`src/rtl/pdm_feeder.sv`:
```
// pdm_feeder
// Sample-rate stage in front of the PDM modulator. Buffers signed 8-bit
// samples from the producer in a small FIFO, generates the modulator's
// oversampling tick and presents one held level per audio sample period.
// Also reports FIFO fill and underruns so the producer can be paced.
//
// Ports:
//   clk_in              system clock
//   rst_in              asynchronous active-low reset
//   enable_in           run tick/sample timing (counters cleared while low)
//   sample_in           signed sample from producer
//   sample_valid_in     sample_in is valid
//   sample_ready_out    FIFO can accept a sample (fill < DEPTH)
//   level_out           level to modulator, held between loads
//   tick_out            one-cycle modulator tick strobe
//   fill_out            FIFO occupancy, 0..DEPTH
//   underrun_out        one-cycle pulse after a load found the FIFO empty
//   underrun_count_out  underrun count, saturating at 255
module pdm_feeder #(
  parameter int TICK_DIV   = 8,
  parameter int SAMPLE_DIV = 256,
  parameter int DEPTH      = 16
) (
  input  logic                     clk_in,
  input  logic                     rst_in,
  input  logic                     enable_in,
  input  logic [7:0]               sample_in,
  input  logic                     sample_valid_in,
  output logic                     sample_ready_out,
  output logic [7:0]               level_out,
  output logic                     tick_out,
  output logic [$clog2(DEPTH):0]   fill_out,
  output logic                     underrun_out,
  output logic [7:0]               underrun_count_out
);

  localparam int AW = $clog2(DEPTH);
  localparam int FW = AW + 1;
  localparam int TW = $clog2(TICK_DIV);
  localparam int SW = (SAMPLE_DIV > 1) ? $clog2(SAMPLE_DIV) : 1;

  localparam logic [TW-1:0] TICK_LAST = TW'(TICK_DIV - 1);
  localparam logic [TW-1:0] TICK_PRE  = TW'(TICK_DIV - 2);
  localparam logic [SW-1:0] SAMP_LAST = SW'(SAMPLE_DIV - 1);
  localparam logic [FW-1:0] FILL_FULL = FW'(DEPTH);

  logic [TW-1:0] r_tick_cnt;
  logic [SW-1:0] r_samp_cnt;
  logic          r_tick;
  logic [7:0]    r_mem [DEPTH];
  logic [AW-1:0] r_wr_ptr;
  logic [AW-1:0] r_rd_ptr;
  logic [FW-1:0] r_fill;
  logic [7:0]    r_level;
  logic          r_underrun;
  logic [7:0]    r_ucount;

  logic w_tick;
  logic w_load;
  logic w_ready;
  logic w_empty;
  logic w_push;
  logic w_pop;

  // r_tick is registered one cycle ahead so tick_out is a clean flop output;
  // it is high exactly in the cycle where the tick counter sits at its last value.
  assign w_tick  = r_tick & enable_in;
  assign w_load  = w_tick & (r_samp_cnt == SAMP_LAST);
  assign w_ready = (r_fill != FILL_FULL);
  assign w_empty = (r_fill == '0);
  assign w_push  = sample_valid_in & w_ready;
  assign w_pop   = w_load & ~w_empty;

  always_ff @(posedge clk_in or negedge rst_in) begin
    if (!rst_in) begin
      r_tick_cnt <= '0;
      r_samp_cnt <= '0;
      r_tick     <= 1'b0;
    end else if (!enable_in) begin
      r_tick_cnt <= '0;
      r_samp_cnt <= '0;
      r_tick     <= 1'b0;
    end else begin
      r_tick_cnt <= (r_tick_cnt == TICK_LAST) ? '0 : r_tick_cnt + 1'b1;
      r_tick     <= (r_tick_cnt == TICK_PRE);
      if (w_tick) begin
        r_samp_cnt <= (r_samp_cnt == SAMP_LAST) ? '0 : r_samp_cnt + 1'b1;
      end
    end
  end

  // Storage needs no reset: contents are only visible through the pointers.
  always_ff @(posedge clk_in) begin
    if (w_push) begin
      r_mem[r_wr_ptr] <= sample_in;
    end
  end

  always_ff @(posedge clk_in or negedge rst_in) begin
    if (!rst_in) begin
      r_wr_ptr   <= '0;
      r_rd_ptr   <= '0;
      r_fill     <= '0;
      r_level    <= '0;
      r_underrun <= 1'b0;
      r_ucount   <= '0;
    end else begin
      if (w_push) begin
        r_wr_ptr <= r_wr_ptr + 1'b1;
      end
      if (w_pop) begin
        r_rd_ptr <= r_rd_ptr + 1'b1;
        r_level  <= r_mem[r_rd_ptr];
      end
      case ({w_push, w_pop})
        2'b10:   r_fill <= r_fill + 1'b1;
        2'b01:   r_fill <= r_fill - 1'b1;
        default: r_fill <= r_fill;
      endcase
      // A push landing on an empty load cycle is still an underrun; the new
      // sample waits for the next load.
      r_underrun <= w_load & w_empty;
      if (w_load && w_empty && (r_ucount != 8'hFF)) begin
        r_ucount <= r_ucount + 1'b1;
      end
    end
  end

  assign sample_ready_out   = w_ready;
  assign level_out          = r_level;
  assign tick_out           = r_tick;
  assign fill_out           = r_fill;
  assign underrun_out       = r_underrun;
  assign underrun_count_out = r_ucount;

endmodule

```
`config.mk`:
```
export PLATFORM = sky130hd
export DESIGN_NAME = pdm_feeder
export DESIGN_NICKNAME = d
export VERILOG_FILES = /design/src/rtl/pdm_feeder.sv
export SDC_FILE = /design/constraint.sdc
export NUM_CORES = 1
export LEC_CHECK = 0
export ABC_AREA = 1
export BUFFER_PORTS_ARGS = -buffer_cell sky130_fd_sc_hd__buf_2
export CORE_MARGIN = 2
export CORE_UTILIZATION = 61
export DETAILED_ROUTE_END_ITERATION = 10
export PLACE_DENSITY = 0.75
export SLEW_MARGIN = 20
export SYNTH_ARGS = -nofsm -noshare
export SYNTH_HDL_FRONTEND = slang
export SYNTH_SLANG_ARGS = --single-unit
```
`constraint.sdc`:
```
create_clock -name clk_in -period 3.1 [get_ports clk_in]
set_input_delay 0.62 -clock clk_in [delete_from_list [all_inputs] [get_ports clk_in]]
set_output_delay 0.62 -clock clk_in [all_outputs]
set_load 0.05 [all_outputs]
```
Word level (Yosys, flattened, before mapping)
Memory sizes are Yosys's and may differ from the RTL's. A register that Yosys moved wholly into a read port is not among the register bits.
Index checks and enable logic that the tools add are counted.
- flip-flop bits (word level): 34
- latch bits: 0
- RAM bits: 128
- bits in read-only memories: 0
- bits of input ports: 12
- output and inout bits: 24
- word-level logic and storage cells: 44
- memories kept: 1
- memory list (memory ; words ; width ; rd ports ; clocked after memory_dff ; wr ports ; line ; RTL):
    r_mem ; 16 ; 8 ; 1 ; 1 ; 1 ; 50 ; logic [7:0] r_mem [DEPTH];
- $add $sub $neg: 7
- multipliers: 0
- div/mod/pow operators: 0
- $lt $le $gt $ge: 0
- equality and inequality tests: 8
- shift operators: 0
- mux-type cells: 9
- bitwise gates (word level): 6
- reduce and logical (&&, ||, !) cells: 5
- operator list (cell ; number):
    two-way mux 8 bit ; 3
    adder 8 x 1 -> 8 bit, second input constant ; 2
    case mux 5 bit (2 select lines) ; 1
    adder 4 x 1 -> 4 bit, second input constant ; 2
    equality test 8 bit, second input constant ; 1
    inequality test 8 bit, second input constant ; 1
    equality test 3 bit, second input constant ; 2
    two-way mux 3 bit ; 2
    adder 5 x 1 -> 5 bit, second input constant ; 1
    bitwise AND 1 bit ; 5
    zero test 5 bit ; 1
    inequality test 5 bit, second input constant ; 1
    subtractor 5 x 1 -> 5 bit, second input constant ; 1
    adder 3 x 1 -> 3 bit, second input constant ; 1
    two-way mux 1 bit ; 3
    equality test 2 x 1 -> 1 bit, second input constant ; 1
    equality test 2 bit, second input constant ; 1
    logical AND 1 bit ; 2
    inequality test 2 x 1 -> 1 bit, second input constant ; 1
    nonzero test 2 bit ; 1
    zero test 1 bit ; 1
    NOT 1 bit ; 1

Logic depth before layout (Yosys ltp)
Gate-level depths: netlist of the first run.
- depth in word-level cells: 5
- mapped depth: 19
- depth with buffers taken out: 18

Least setup slack after synthesis of the first run
Ideal clock, no wire load.
- path type: flip-flop to flip-flop
- start point: register r_fill[4], in the netlist fill_out[4]
- end point: register r_fill[4], in the netlist fill_out[4]
- setup time: 118 ps
- arrival time: 2960 ps
- required time: 2982 ps
- setup slack: 22 ps
- cell stages (with the launch flop): 14
- buffers on the path: 1
- clock period less this slack: 3078 ps
- path through: dfrtp_1 > nand4_1 > nand2_2 > buf_2 > ha_1 > xor2_1 > ha_1 > inv_1 > nand2_1 > nand3_1 > nand3_1 > nand2_1 > nand2_1 > nand2_1
- elaborated cells between the ends (all ways): 11
- those cells by class: add/sub (2); eq/ne (3); mux (1); bitwise (3); reduce/logical (2)
- RTL lines (what ; line ; RTL):
    start, declared ; 53 ; logic [FW-1:0] r_fill;
    start signal, assigned ; 116 ; 2'b10: r_fill <= r_fill + 1'b1;
    start signal, assigned ; 117 ; 2'b01: r_fill <= r_fill - 1'b1;
    start signal, assigned ; 118 ; default: r_fill <= r_fill;
    inequality test 5 bit * ; 69 ; assign w_ready = (r_fill != FILL_FULL);
    net sample_ready_out ; 29 ; output logic sample_ready_out,
    bitwise AND 1 bit * ; 71 ; assign w_push = sample_valid_in & w_ready;
    equality test 2 x 1 -> 1 bit / equality test 2 bit (equally long branches) ; 115 ; case ({w_push, w_pop})
    case mux 5 bit (2 select lines) / nonzero test 2 bit (equally long branches) ; n/a ;
Mark *: on every way through the listed nets, which the timed path passes. The rest lies on a longest branch.
A chain may end at the register's enable or synchronous reset.

Worst setup path after layout of the first run
- start point: register r_samp_cnt[0]
- end point: register r_fill[4], in the netlist fill_out[4]
- cells in the longest elaborated chain, start to end: 5
- elaborated cells between the ends (all ways): 7
- those cells by class: eq/ne (3); mux (1); bitwise (2); reduce/logical (1)
- RTL lines (what ; line ; RTL):
    start, declared ; 48 ; logic [SW-1:0] r_samp_cnt;
    start signal, assigned ; 87 ; r_samp_cnt <= (r_samp_cnt == SAMP_LAST) ? '0 : r_samp_cnt + 1'b1;
    equality test 8 bit * ; 68 ; assign w_load = w_tick & (r_samp_cnt == SAMP_LAST);
    bitwise AND 1 bit * ; 68 ;
    bitwise AND 1 bit * ; 72 ; assign w_pop = w_load & ~w_empty;
    equality test 2 x 1 -> 1 bit / equality test 2 bit (equally long branches) ; 115 ;
    case mux 5 bit (2 select lines) / nonzero test 2 bit (equally long branches) ; n/a ;
Mark *: on every way between the ends. The rest lies on a longest branch, timed or not.

==> results.txt, run 1 <==
- The largest individual stage delay along the critical path comes from the cell dfrtp_1.
- Setup violations remaining at the end of the flow were counted as 0.
- Achievable clock frequency: ~380 MHz
- The number of nets in the synthesized netlist is between 800 and 900.
- Count of buffers added by post-CTS timing repair for setup: 0
- ANT nets after route: 0
* Total Neg Setup Slack: 0 ns
- Measured along the y axis, the die boundary spans 117 um.
- Once detailed placement completed, the half-perimeter wirelength came to 10300 um.
- Summing over every cut layer, the via total after detailed routing is 5351.
- Wire length of the first global-routing pass: about 26000 um
* Type of element launching the critical path: flop
* I/O pin cnt: 36
- Clock buffers created by TritonCTS: 17
* Final critical-path share of the clock period: between 80% and 90%
- Number of antenna repair diodes: 0
- Summed over all nets, wire length on met3 after detailed routing comes to approximately 1000 um.
* Number of synthesized register bits: 170
- The total overflow left after global routing is 0.
- Part of the power in registers: 49.9%
- Setup repair after global routing left no endpoint under its margin.
- Die X-Extent: roughly 120 um
* Starting Density: 62.0%
- Area growth, synth to finish: 12.3%
- Number of antenna violations at the first check in global routing: 0
- Root buffer cell: clkbuf_16
- The floorplan has 41 rows.
- Final hold viol count: 0
* Outcome: finished, final reports clean
* Post-synth top area share: 49.5%
- The mapped netlist covers between 0.007 and 0.008 sq mm.
* Switch share: 27.1%
- Number of buffers on the longest clock path: 2
- The worst path needs 2.63 ns of the cycle, external delays included.
* Setup clock skew after layout: between 0.007 and 0.008 ns
- Summed over all instances, the cell type with the most area after synthesis is edfxtp_1.
* Utilization after layout: 69.7%
- Overall routed net length: 16300 um
- Count of pins over their slew limit: 0
- The share of the Yosys chip area taken by registers is 63.0%.
- For this block, the initial DRC count from the detailed router was approximately 490.
- Summed over all cells, the static leakage comes to 0.00404 uW.
- Count of mapped cells out of synthesis: 787
- Power per cell area: ~640 mW/mm^2
- Clk sink count: 170
- The share of total power dissipated in the clock network is 36.9%.
* Number of iterations in the first detailed-routing pass: 6
- Yosys warns: 0
- P_int: 4060 uW
- The H-tree was split into 4 levels.
- M1 WL: ~7000 um
- CTS tree: built
- The core region is 0.0125 sq mm.
- Global routing used 26.0% of the available tracks across all layers.
- CP Data Arrival Time: 2.96 ns
- NetSw: 1510 uW
- Number of nets in the layout: between 800 and 900
* Port Buffer Count: 35
- IR Drop Worst-Case VDD: roughly 0.56 mV
- Distinct cell type count after synthesis: 31
- Total Die Area: 0.0137 sq mm
- Largest net degree at the start of global routing: 68
- STA classifies the critical path endpoint as a flop.
- Power Total: 5570 uW
- Portion of total power attributed to combinational logic: 13.2%
- Worst hold path class: primary input to asynchronous set/reset pin
- Highest routed metal layer: met4
- The congestion estimate from routability-driven global placement came to 0.898.
- Endpoint required time on the critical path: 3.42 ns
- The number of gates resized after CTS was 0.
* Max-slew headroom at the worst pin: about a third
* Library cell appearing most often on the critical path: nand2_1
* Main area contributors after synthesis: edfxtp_1 (49%), dfrtp_1 (14%), nand2_1 (12%)
- After detailed routing, the average wire length per cell comes to 16.0 um.
- Clock-pin slew was measured on the worst setup and hold paths at about 0.07 ns.
- The critical path in this run is classified as flop to flop.
- CTS hold repair buffers: 0
- For this run, design rule violations remaining after detail routing come to 0.
- In this run the worst path has a maximum fanout of 18.
- Worst Hold Margin: 0.350 ns
- Cell chain of the critical path: ha_1 -> nand2_1 -> inv_1 -> nand2_2 -> nor2_4 -> nand2_4 -> nor2_8 -> ha_1 -> xor2_1 -> ha_1 -> inv_1 -> nand2_1 -> nand3_1 -> nand3_1 -> nand2_1 -> nand2_1 -> nand2_1
* Average size of a mapped cell: 9.87 sq um
* Worst-Skew Late Latency: 0.43 ns
* Vias per cell: ~5.3
- Count of max-cap constraint violations: 0
- Via count of the first global-routing pass: around 5200
- Met2 layer wire length in the routed design: just under 8000 um
* Max incr delay on CP: between 0.3 and 0.4 ns
* Tightest Pin Transition: 0.982 ns
* Share of post-route cells with drive strength above 1: between 10% and 20%
==> routing by layer <==
layer	GRT usage [%]	vias up
met1	34.7	2508
met2	42.3	189
met3	5.30	31
met4	10.9	0
li1	-	2623
met5	0	-
==> path summary, 6_finish.rpt <==
path                                     from            end  slack [ns]  cells past startpoint
worst max-delay path            r_samp_cnt[0]    fill_out[4]        0.47                     17
worst min-delay path                   rst_in   level_out[6]        0.35                      1
worst max register to register  r_samp_cnt[0]    fill_out[4]        0.47                     17
worst min register to register  r_tick_cnt[0]  r_tick_cnt[0]        0.47                      1
max in group asynchronous              rst_in    r_rd_ptr[0]        2.08                      1
min in group clk_in                 enable_in  r_tick_cnt[2]        0.42                      3
==> worst max-delay path, delay by kind of cell, from the launching register on <==
family | cells | cell delay [ns]
adders and majority gates | 3 | 0.71
buffers and inverters | 2 | 0.13
and+or+nand+nor | 11 | 1.05
xor gates and xnor gates | 1 | 0.23
DFF | 1 | 0.38
==> cell usage in the layout, fill, tap and decap left out, types with 17 or more instances in the layout <==
cell type / n
inv_1: 124
buf_2: 35
edfxtp_1: 128
dfrtp_1: 41
nand3_1: 115
clkbuf_16: 17
nor2_1: 17
buf_4: 18
nand2_1: 249
==> synth_stat cells <==
library cell and instances:
a21oi_1 1, nand3_2 1, xor2_1 13, nor2_8 2
a22o_1 1, a21boi_0 1, buf_2 11, a22o_2 1
inv_1 124, nor3_1 13, ha_1 13, xnor2_1 4
nand4_1 2, edfxtp_1 128, nor2_2 1, clkbuf_1 10
o21ai_0 13, nor2_4 3, nand4_2 1, nor2_1 17
buf_12 1, inv_2 3, clkinv_1 2, nand3_1 115
nand2_1 249, nand2_4 2, dfrtp_1 42, buf_4 5
nand2_2 4, o22ai_1 2, nand3b_1 2
==> state kept, by name (all words and copies together), names as in the netlist <==
register and flops:
level_out 8, r_samp_cnt 8, r_tick_cnt 3, r_wr_ptr 4
r_mem 128, fill_out 5, r_rd_ptr 4, underrun_out 1
tick_out 1, underrun_count_out 8
==> power by group through the flow <==
stage | clock (uW) | sequential, uW | combinational, uW
2_1_floorplan | 0 | 2900 | 404
5_1_grt | 2170 | 2790 | 815
3_5_place_dp | 0 | 2820 | 730
3_3_place_gp | 0 | 2810 | 709
6_report | 2050 | 2780 | 735
4_1_cts | 2080 | 2780 | 735
==> through the flow <==
step	area, sq um	std cells	worst slack, ns
after detailed placement	8140	985	0.521
after floorplan	7770	787	0.0222
after global routing	8720	1017	0.200
after global placement	8140	985	0.595
after CTS	8720	1017	0.502
final	8720	1017	0.466
==> kinds of logic after synthesis <==
group / synth area share, %
compound gates: 1.40
xor+xnor: 1.92
fa+ha+maj: 2.09
buf+inv: 8.17
flops: 63.0
simple gates: 23.4
==> cell type report <==
type                       instances  area [sq um]
tap                              172           215
timing repair buffer              53           310
sequential                       170          4900
inverter                         129           484
fill                             956          3800
clock inverter                    15           153
multi-input combinational        461          2240
clock buffer                      17           425
No activity file was read; power rests on OpenSTA's default activity.
==> run 2, diff against run 1 <==
- ABC_AREA: 1 -> 0
- CORE_UTILIZATION: 61 -> 55
- PLACE_DENSITY: 0.75 -> 0.72
- clock period: 3.1 -> 2.2 ns (I/O delays scaled with it)
==> run 2 against run 1 <==
- the run now ends with setup timing left
- sequential share of layout area grew 1.4 points
- synthesized cell count fell by 49%
- combinational power is 67% higher
- hold slack got worse by 0.28 ns
- area after synthesis shrank 9.7%
- sequential cell count unchanged
- die area up 0.13%
- utilization decreased by 1.7 points
- final area down 2.4%
- maximum frequency increased by 7.6%
- critical endpoint unchanged
- highest routed layer unchanged
==> results.txt, run 2 <==
- Outcome: complete, but fails checks
- Violated checks: setup timing
- Via count of the first global-routing pass: 3842 (-26%)
* Max incr delay on CP: 0.42 ns (+0.04 ns)
* Number of enable-type register cells in the synthesized netlist: 128 (unchanged)
- The post-route cell area came to 0.00851 sq mm (-2.4%).
- Main area contributors after synthesis: edfxtp_1 (55%), dfrtp_1 (15%), mux4_2 (10%)
- The yosys synthesis warning count came to 0 (unchanged).
- Root buffer cell: clkbuf_16
- More flip-flops sit in one register than any other, and that register is r_mem.
- Top cell type by total area after synthesis: edfxtp_1
- The insertion delay to the later sink of the worst-skew pair came to 0.43 ns (about the same).
* Ys async rst share: 24.7% (unchanged)
* Type of element launching the critical path: flop
* Syn Nets: 429 (-47%)
* Core box area: 0.0125 sq mm (unchanged)
* Die X-Extent: 117 um (about the same)
- The overall die area was 0.0137 sq mm (+0.13%).
- Die extent in y: 117 um (about the same)
- Switch share: 26.4% (-0.71 points)
- The mean number of vias per cell is 5.89 (+12%).
* Gr usage total: 22.1% (-3.9 points)
- Area growth, synth to finish: 21.4%
* Sum of overflow across all layers after global routing: 0 (unchanged)
- Total via count after detailed routing: 3915 (-27%)
- In the layout the commonest cells are edfxtp_1 (128), buf_4 (41), dfrtp_1 (37).
- After synthesis, the most frequently instantiated cells are edfxtp_1 (128), dfrtp_1 (42), mux4_2 (32), mux2i_1 (18), nor2_1 (17).
- The achievable clock frequency is 409 MHz (+7.6%).
- The worst setup margin is -0.247 ns (-0.713 ns).
- The length in cells of the worst reg-to-reg path is 11 (-6).
- I/O pin cnt: 36 (unchanged)
- GPL Wtd Cong: 0.828 (-7.8%)
* Setup clock skew after layout: 0.00771 ns (-0.0000366 ns)
* HPWL after DPL: 9020 um (-12%)
- Post-synth top area share: 54.8% (+5.3 points)
- CTS tree: built
* Number of nets in the layout: 506 (-41%)
- The number of antenna violations at the first check in global routing was 0 (unchanged).
* Average size of a mapped cell: 17.4 sq um (+76%)
- Share of post-route cells with drive strength above 1: 37.9% (+26 points)
- Setup repair after global routing could not meet its margin everywhere.
* Leading cell type in the layout, fill and taps excluded: edfxtp_1
- Tightest Pin Transition: 0.832 ns (-0.150 ns)
* Post-route DRC violation count: 0 (unchanged)
- Shortest clock period the worst path allows after layout: 2.45 ns (-0.187 ns)
- Routed wirelength normalized by instance count: 21.3 um (+33%)
- The detailed router's first-iteration violation count is 315 (-35%).
- The number of rows in the core area was 41 (unchanged).
* Endpoint required time on the critical path: 2.55 ns (-0.87 ns)
* Wire length of the first global-routing pass: 21500 um (-17%)
* ANT nets after route: 0 (unchanged)
- Part of the power in registers: 47.3% (-2.6 points)
* Count of max-cap constraint violations: 0 (unchanged)
- The total placed instance area came to 0.00773 sq mm (-5.1%).
- The total power divided by cell area was 996 mW/mm^2 (+56%).
- Number of buffers on the longest clock path: 2 (unchanged)
* Starting Density: 56.0% (-6.0 points)
- Count of pins over their slew limit: 0 (unchanged)
* Sequential area share after synthesis: 69.8% (+6.8 points)
- The clock share of power is 38.2% (+1.3 points).
- The distinct cell type count of the synthesized netlist was 45 (+45%).
- The share of the clock period used by the worst path came to 111% (+26 points).
- The headroom to the max-slew limit was 44.3% (+9.7 points).
- The power share of the combinational group was 14.5% (+1.3 points).
* Largest net degree at the start of global routing: 34 (-50%)
- Crit Path Class: flop to flop
- The number of storage elements in the synthesis netlist came to 170 (unchanged).
- Overall routed net length: 14100 um (-13%)
- The number of buffer cells added on primary ports was 35 (unchanged).
- The worst supply voltage drop on vdd is 0.679 mV (+21%).
- Reg-to-Reg End: fill_out[4]
- Count of final setup violators: 2 (+2)
- The power dissipated by switching net loads was 2240 uW (+48%).
* Beginning of the worst register-to-register path: fill_out[1]
- Reg-to-reg slack, setup: -0.25 ns (-0.71 ns)
* Total placed cells including tap cells: 632 (-36%)
- Count of mapped cells out of synthesis: 404 (-49%)
- The clock buffer count from CTS was 17 (unchanged).
- H-tree depth: 4 (unchanged)
- Clock transition at the registers of the reported paths: 0.06 ns (about the same)
- The most critical setup path has its startpoint at fill_out[1].
- The arrival time of the worst setup path came to 2.80 ns (-0.16 ns).
- STA classifies the critical path endpoint as a flop.
* Worst hold path class: primary input to asynchronous set/reset pin
- The first-pass detailed-route iteration total came to 5 (-1).
* Number of antenna repair diodes: 0 (unchanged)
* Netlist Area Pre-Place: 0.00701 sq mm (-9.7%)
* Cell type of the slowest stage on the worst timing path: dfrtp_2
- Clk sink count: 170 (unchanged)
- The signal on the critical path passes through nor4_4 -> nor2b_4 -> nor2_4 -> ha_4 -> xor2_2 -> ha_2 -> buf_4 -> nor4b_4 -> mux2i_1 -> a31oi_4 -> xor2_1.
- By instance count, the leading cell after synthesis is edfxtp_1.
- Leak Pwr: 0.00308 uW (-24%)
- In the synthesized netlist the dominant register cell turns out to be edfxtp_1.
- Cell Count, Final, Fillers Out: 665 (-35%)
- The top fanout value on the critical path came to 3 (-15).
- Flip-flop count of the largest register after layout: 128 (unchanged)
* P_int: 6240 uW (+54%)
* Final hold viol count: 0 (unchanged)
[run 2: changes by cell type after synthesis, sizes merged, moves of 5 or more]
cell	previous run	this run
nand2	255	16
mux4	0	32
nor2	23	17
mux2i	0	18
nand3	116	10
nor2b	0	5
nand2b	0	5
buf	17	10
inv	127	4
o221ai	0	8
[run 2: power by group through the flow]
stage / logic [uW] / registers [uW] / clock network [uW]
2_1_floorplan: 643 / 4140 / 0
3_3_place_gp: 1130 / 4020 / 0
3_5_place_dp: 1160 / 4050 / 0
4_1_cts: 1190 / 3990 / 3280
5_1_grt: 1330 / 4030 / 3400
6_report: 1230 / 4010 / 3240
[run 2: cell type report]
cell class	count	area (sq um)
sequential	170	4900
fill	852	4010
multi-input combinational	209	2190
timing repair buffer	79	543
clock buffer	17	425
clock inverter	14	218
tap	172	215
inverter	4	15.0
[run 2: logic make-up after synthesis]
| family | Yosys count | synth area share, % |
|---|---|---|
| multiplexers | 54 | 13.5 |
| XOR/XNOR | 20 | 2.50 |
| buffers and inverters | 25 | 1.61 |
| AND/OR/NAND/NOR | 86 | 6.71 |
| adder cells (fa/ha/maj) | 13 | 2.32 |
| AO/OA/AOI/OAI | 36 | 3.52 |
| flip-flops | 170 | 69.8 |
[run 2: critical path: cells and delay by family (launching register included)]
kind                       cells  cell delay [ns]
muxes                          1             0.15
and+or+nand+nor                4             0.82
buffers and inverters          1             0.15
xor gates and xnor gates       2             0.32
AOI/OAI and AO/OA              1             0.15
DFF                            1             0.42
adders and majority gates      2             0.36
[run 2: how the worst max path moves through the flow]
stage / end / slack, ns / cells past startpoint
floorplan: fill_out[4] / -0.59 / 12
global placement: fill_out[4] / -0.33 / 11
detailed placement: fill_out[4] / -0.41 / 11
CTS: fill_out[4] / -0.22 / 11
global route: fill_out[4] / -0.40 / 11
finish: fill_out[4] / -0.25 / 11
[run 2: through the flow]
step / power [uW] / setup WS [ns] / TNS [ns] / util [%] / hold slack [ns]
after floorplan: 4780 / -0.587 / -1.21 / - / 0.144
after global placement: 5150 / -0.331 / -0.486 / 61.7 / 0.448
after detailed placement: 5210 / -0.413 / -0.659 / 61.7 / 0.476
after CTS: 8460 / -0.225 / -0.361 / 67.5 / 0.0711
after global routing: 8770 / -0.402 / -0.848 / 68.0 / 0.105
final: 8480 / -0.247 / -0.355 / 68.0 / 0.0687
[run 2: repair_timing]
item                                    4_1_cts  5_1_grt
hold buffers                                  0        0
resized for setup                            13       15
endpoints found under the setup margin       35       60
buffers inserted                              3        0
cloned                                        0        0
pin swaps                                     7        4
[run 2: per-layer routing]
metal	GRT usage, %	routed length (um)	vias up
li1	-	-	1736
met4	8.71	329	0
met3	4.99	864	26
met1	29.8	5960	2008
met5	0	0	-
met2	35.7	6980	145
==> run 3, diff against run 2 <==
- CORE_UTILIZATION: 55 -> 61
- PLACE_DENSITY: 0.72 -> 0.75
- clock period: 2.2 -> 2.3 ns (I/O delays scaled with it)
==> run 3 against run 2 <==
- the run still ends with setup timing left
- critical path type unchanged
- largest power group unchanged
- power shrank 3.4%
- global-route usage grew 3.0 points
- hold slack gained 0.34 ns
==> results.txt, run 3 (same netlist as run 2, synthesis figures left out) <==
* Number of antenna repair diodes: 0 (unchanged)
- The power share of the combinational group was 13.8% (-0.7 points).
- Violated checks: setup timing
- Share of post-route cells with drive strength above 1: 33.7% (-4.2 points)
- I/O pin cnt: 36 (unchanged)
* Clk sink count: 170 (unchanged)
* Cell type of the slowest stage on the worst timing path: dfrtp_1
- Worst hold path class: primary input to flop
- Reg-to-reg slack, setup: -0.14 ns (+0.11 ns)
- The via count of the routed design was 3885 (-0.77%).
- Hold Path Origin: sample_in[5]
* Routed wirelength normalized by instance count: 22.6 um (+6.1%)
- Post-route DRC violation count: 0 (unchanged)
* Tightest Pin Transition: 0.934 ns (+0.102 ns)
- Wire length of the first global-routing pass: 22700 um (+5.9%)
- Area growth, synth to finish: 19.8%
- The pre-CTS setup slack was -0.290 ns (+0.123 ns).
- The number of cells in the design after placement is 599 (-5.2%).
- The number of maximum-capacitance constraint violations is 0 (unchanged).
- The clock share of power is 39.7% (+1.5 points).
- Die extent in y: 111 um (-4.9%)
* Vias per cell: 6.12 (+3.9%)
- The final net count came to 504 (-0.40%).
* Number of buffers on the longest clock path: 2 (unchanged)
* Power Total: 8190 uW (-3.4%)
- Most flops, register: r_mem
- The number of levels the H-tree was split into was 4 (unchanged).
- Setup repair after global routing could not meet its margin everywhere.
- Count of routing violations after the opening detailed-route iteration: 449 (+43%)
- Number of iterations in the first detailed-routing pass: 4 (-1)
- Utilization after layout: 74.2% (+6.2 points)
* Largest net degree at the start of global routing: 34 (unchanged)
- The insertion delay to the later sink of the worst-skew pair came to 0.42 ns (about the same).
- Hold Crit Endpoint: r_mem[5][5]
- Type of element launching the critical path: flop
- In this run the critical register-to-register path is captured at fill_out[4].
- GPL Wtd Cong: 0.798 (-3.7%)
* Final critical-path share of the clock period: 106% (-5.1 points)
- The number of rows in the core area is 39 (-4.9%).
- Placement Cell Area: 0.00765 sq mm (-1.1%)
- Gr usage total: 25.1% (+3.0 points)
- Shortest clock period the worst path allows after layout: 2.44 ns (-0.00673 ns)
- TritonCTS built the clock tree.
* Setup crit end kind: flop
- Beginning of the worst register-to-register path: r_samp_cnt[1]
- Crit Path Max Fanout: 2 (-1)
- The power dissipated by switching net loads is 2090 uW (-6.5%).
* Port Buffer Count: 35 (unchanged)
- Final hold viol count: 0 (unchanged)
- The run finished, with violations left.
- HPWL after DPL: 9010 um (about the same)
* CP Data Arrival Time: 2.79 ns (about the same)
* Root buffer cell: clkbuf_16
- Clock transition at the registers of the reported paths: 0.07 ns (about the same)
- The worst setup skew after layout came to 0.00869 ns (+0.000981 ns).
- ANT nets after route: 0 (unchanged)
- Achievable clock frequency: 410 MHz (+0.28%)
- Switch share: 25.5% (-0.84 points)
* Cell chain of the critical path: ha_4 -> nand3_4 -> or3_4 -> nor2_4 -> ha_4 -> xor2_1 -> ha_2 -> a21oi_2 -> or3b_4 -> a31oi_2 -> xor2_1
- Endpoint required time on the critical path: 2.65 ns (+0.10 ns)
* Sum of overflow across all layers after global routing: 0 (unchanged)
- Max incr delay on CP: 0.40 ns (-0.02 ns)
- Cell Count, Final, Fillers Out: 635 (-4.5%)
- The starting density of the core is 61.9% (+5.9 points).
- The total power divided by cell area was 975 mW/mm^2 (-2.1%).
- The worst supply voltage drop on vdd was 0.789 mV (+16%).
- The flip-flop count of the largest register, all copies and words added was 128 (unchanged).
- The final routed wirelength across all metal layers is 14300 um (+1.4%).
- The clock buffer count from CTS was 17 (unchanged).
* Count of final setup violators: 1 (-1)
- Total Die Area: 0.0124 sq mm (-9.5%)
- Part of the power in registers: 46.5% (-0.8 points)
* Top library cells by usage in the layout, fill and taps aside: edfxtp_1 (128), dfrtp_1 (37), buf_4 (37)
- The headroom to the max-slew limit came to 37.5% (-6.7 points).
- Path depth of the worst reg2reg path: 11 (unchanged)
- Leading cell type in the layout, fill and taps excluded: edfxtp_1
- The static leakage power came to 0.00308 uW (+0.16%).
- The placeable core region was 0.0113 sq mm (-9.6%).
- Counting instances, the worst hold path has a depth of 1.
- Layout Cell Area excl Fill: 0.00840 sq mm (-1.3%)
* Crit Path Class: flop to flop
- The worst setup margin is -0.141 ns (+0.107 ns).
- The final number of max-transition violations was 0 (unchanged).
- Die X-Extent: 111 um (-4.9%)
- P_int: 6100 uW (-2.3%)
- Via count of the first global-routing pass: 4085 (+6.3%)
- The number of antenna violations at the first check in global routing came to 0 (unchanged).
==> run 3: cell types whose count changed in the layout (fill, tap and decap cells not counted), moves of 2 or more <==
| cell | change |
|---|---|
| nor3_1 | +3 |
| nor2_2 | -11 |
| buf_4 | -4 |
| clkinvlp_4 | -2 |
| nor2_1 | +11 |
| nor3_4 | -3 |
| clkbuf_1 | +3 |
==> run 3: final cells by class <==
type	instances	area [sq um]
clock inverter	12	235
clock buffer	20	437
timing repair buffer	77	534
inverter	4	15.0
multi-input combinational	209	2100
sequential	170	4900
fill	661	2920
tap	143	179
==> run 3: metal layers <==
layer	up-vias	track usage (%)	wire, um
met4	0	9.79	354
li1	1726	-	-
met1	2010	32.9	6000
met5	-	0	0
met2	122	41.2	7280
met3	27	6.12	689
==> run 3: critical path, delay by kind of cell (launching register included) <==
kind	cells	cell delay (ns)
simple gates	4	0.91
xor+xnor	2	0.29
compound gates	2	0.25
flops	1	0.40
fa+ha+maj	3	0.52
==> run 3: what timing repair did <==
| item | 4_1_cts | 5_1_grt |
|---|---|---|
| buffers inserted | 2 | 1 |
| pin swaps | 7 | 3 |
| hold buffers | 1 | 0 |
| gates cloned | 0 | 0 |
| resized for setup | 4 | 5 |
| endpoints found under the hold margin | 17 | 0 |
| setup endpoints to repair | 2 | 3 |
==> run 3: stage by stage <==
step                      hold WS, ns  setup TNS, ns
after global placement          0.431         -0.281
final                           0.408         -0.141
after CTS                       0.394         -0.150
after global routing            0.416         -0.318
after detailed placement        0.435         -0.376
after floorplan                 0.164         -0.826
==> run 3: worst max path at each step <==
| stage | slack [ns] | depth (start not counted) | to | from |
|---|---|---|---|---|
| after global routing | -0.23 | 11 | fill_out[4] | r_samp_cnt[0] |
| final | -0.14 | 11 | fill_out[4] | r_samp_cnt[1] |
| after CTS | -0.15 | 11 | fill_out[4] | r_samp_cnt[1] |
| after global placement | -0.23 | 11 | fill_out[4] | enable_in |
| after detailed placement | -0.29 | 11 | fill_out[4] | enable_in |
| after floorplan | -0.49 | 12 | fill_out[4] | fill_out[2] |
==> run 3: power groups by stage <==
stage | registers [uW] | logic, uW | clock network, uW
floorplan | 3960 | 602 | 0
global placement | 3840 | 1050 | 0
detailed placement | 3870 | 1090 | 0
CTS | 3810 | 1110 | 3280
global route | 3840 | 1220 | 3400
finish | 3810 | 1130 | 3250
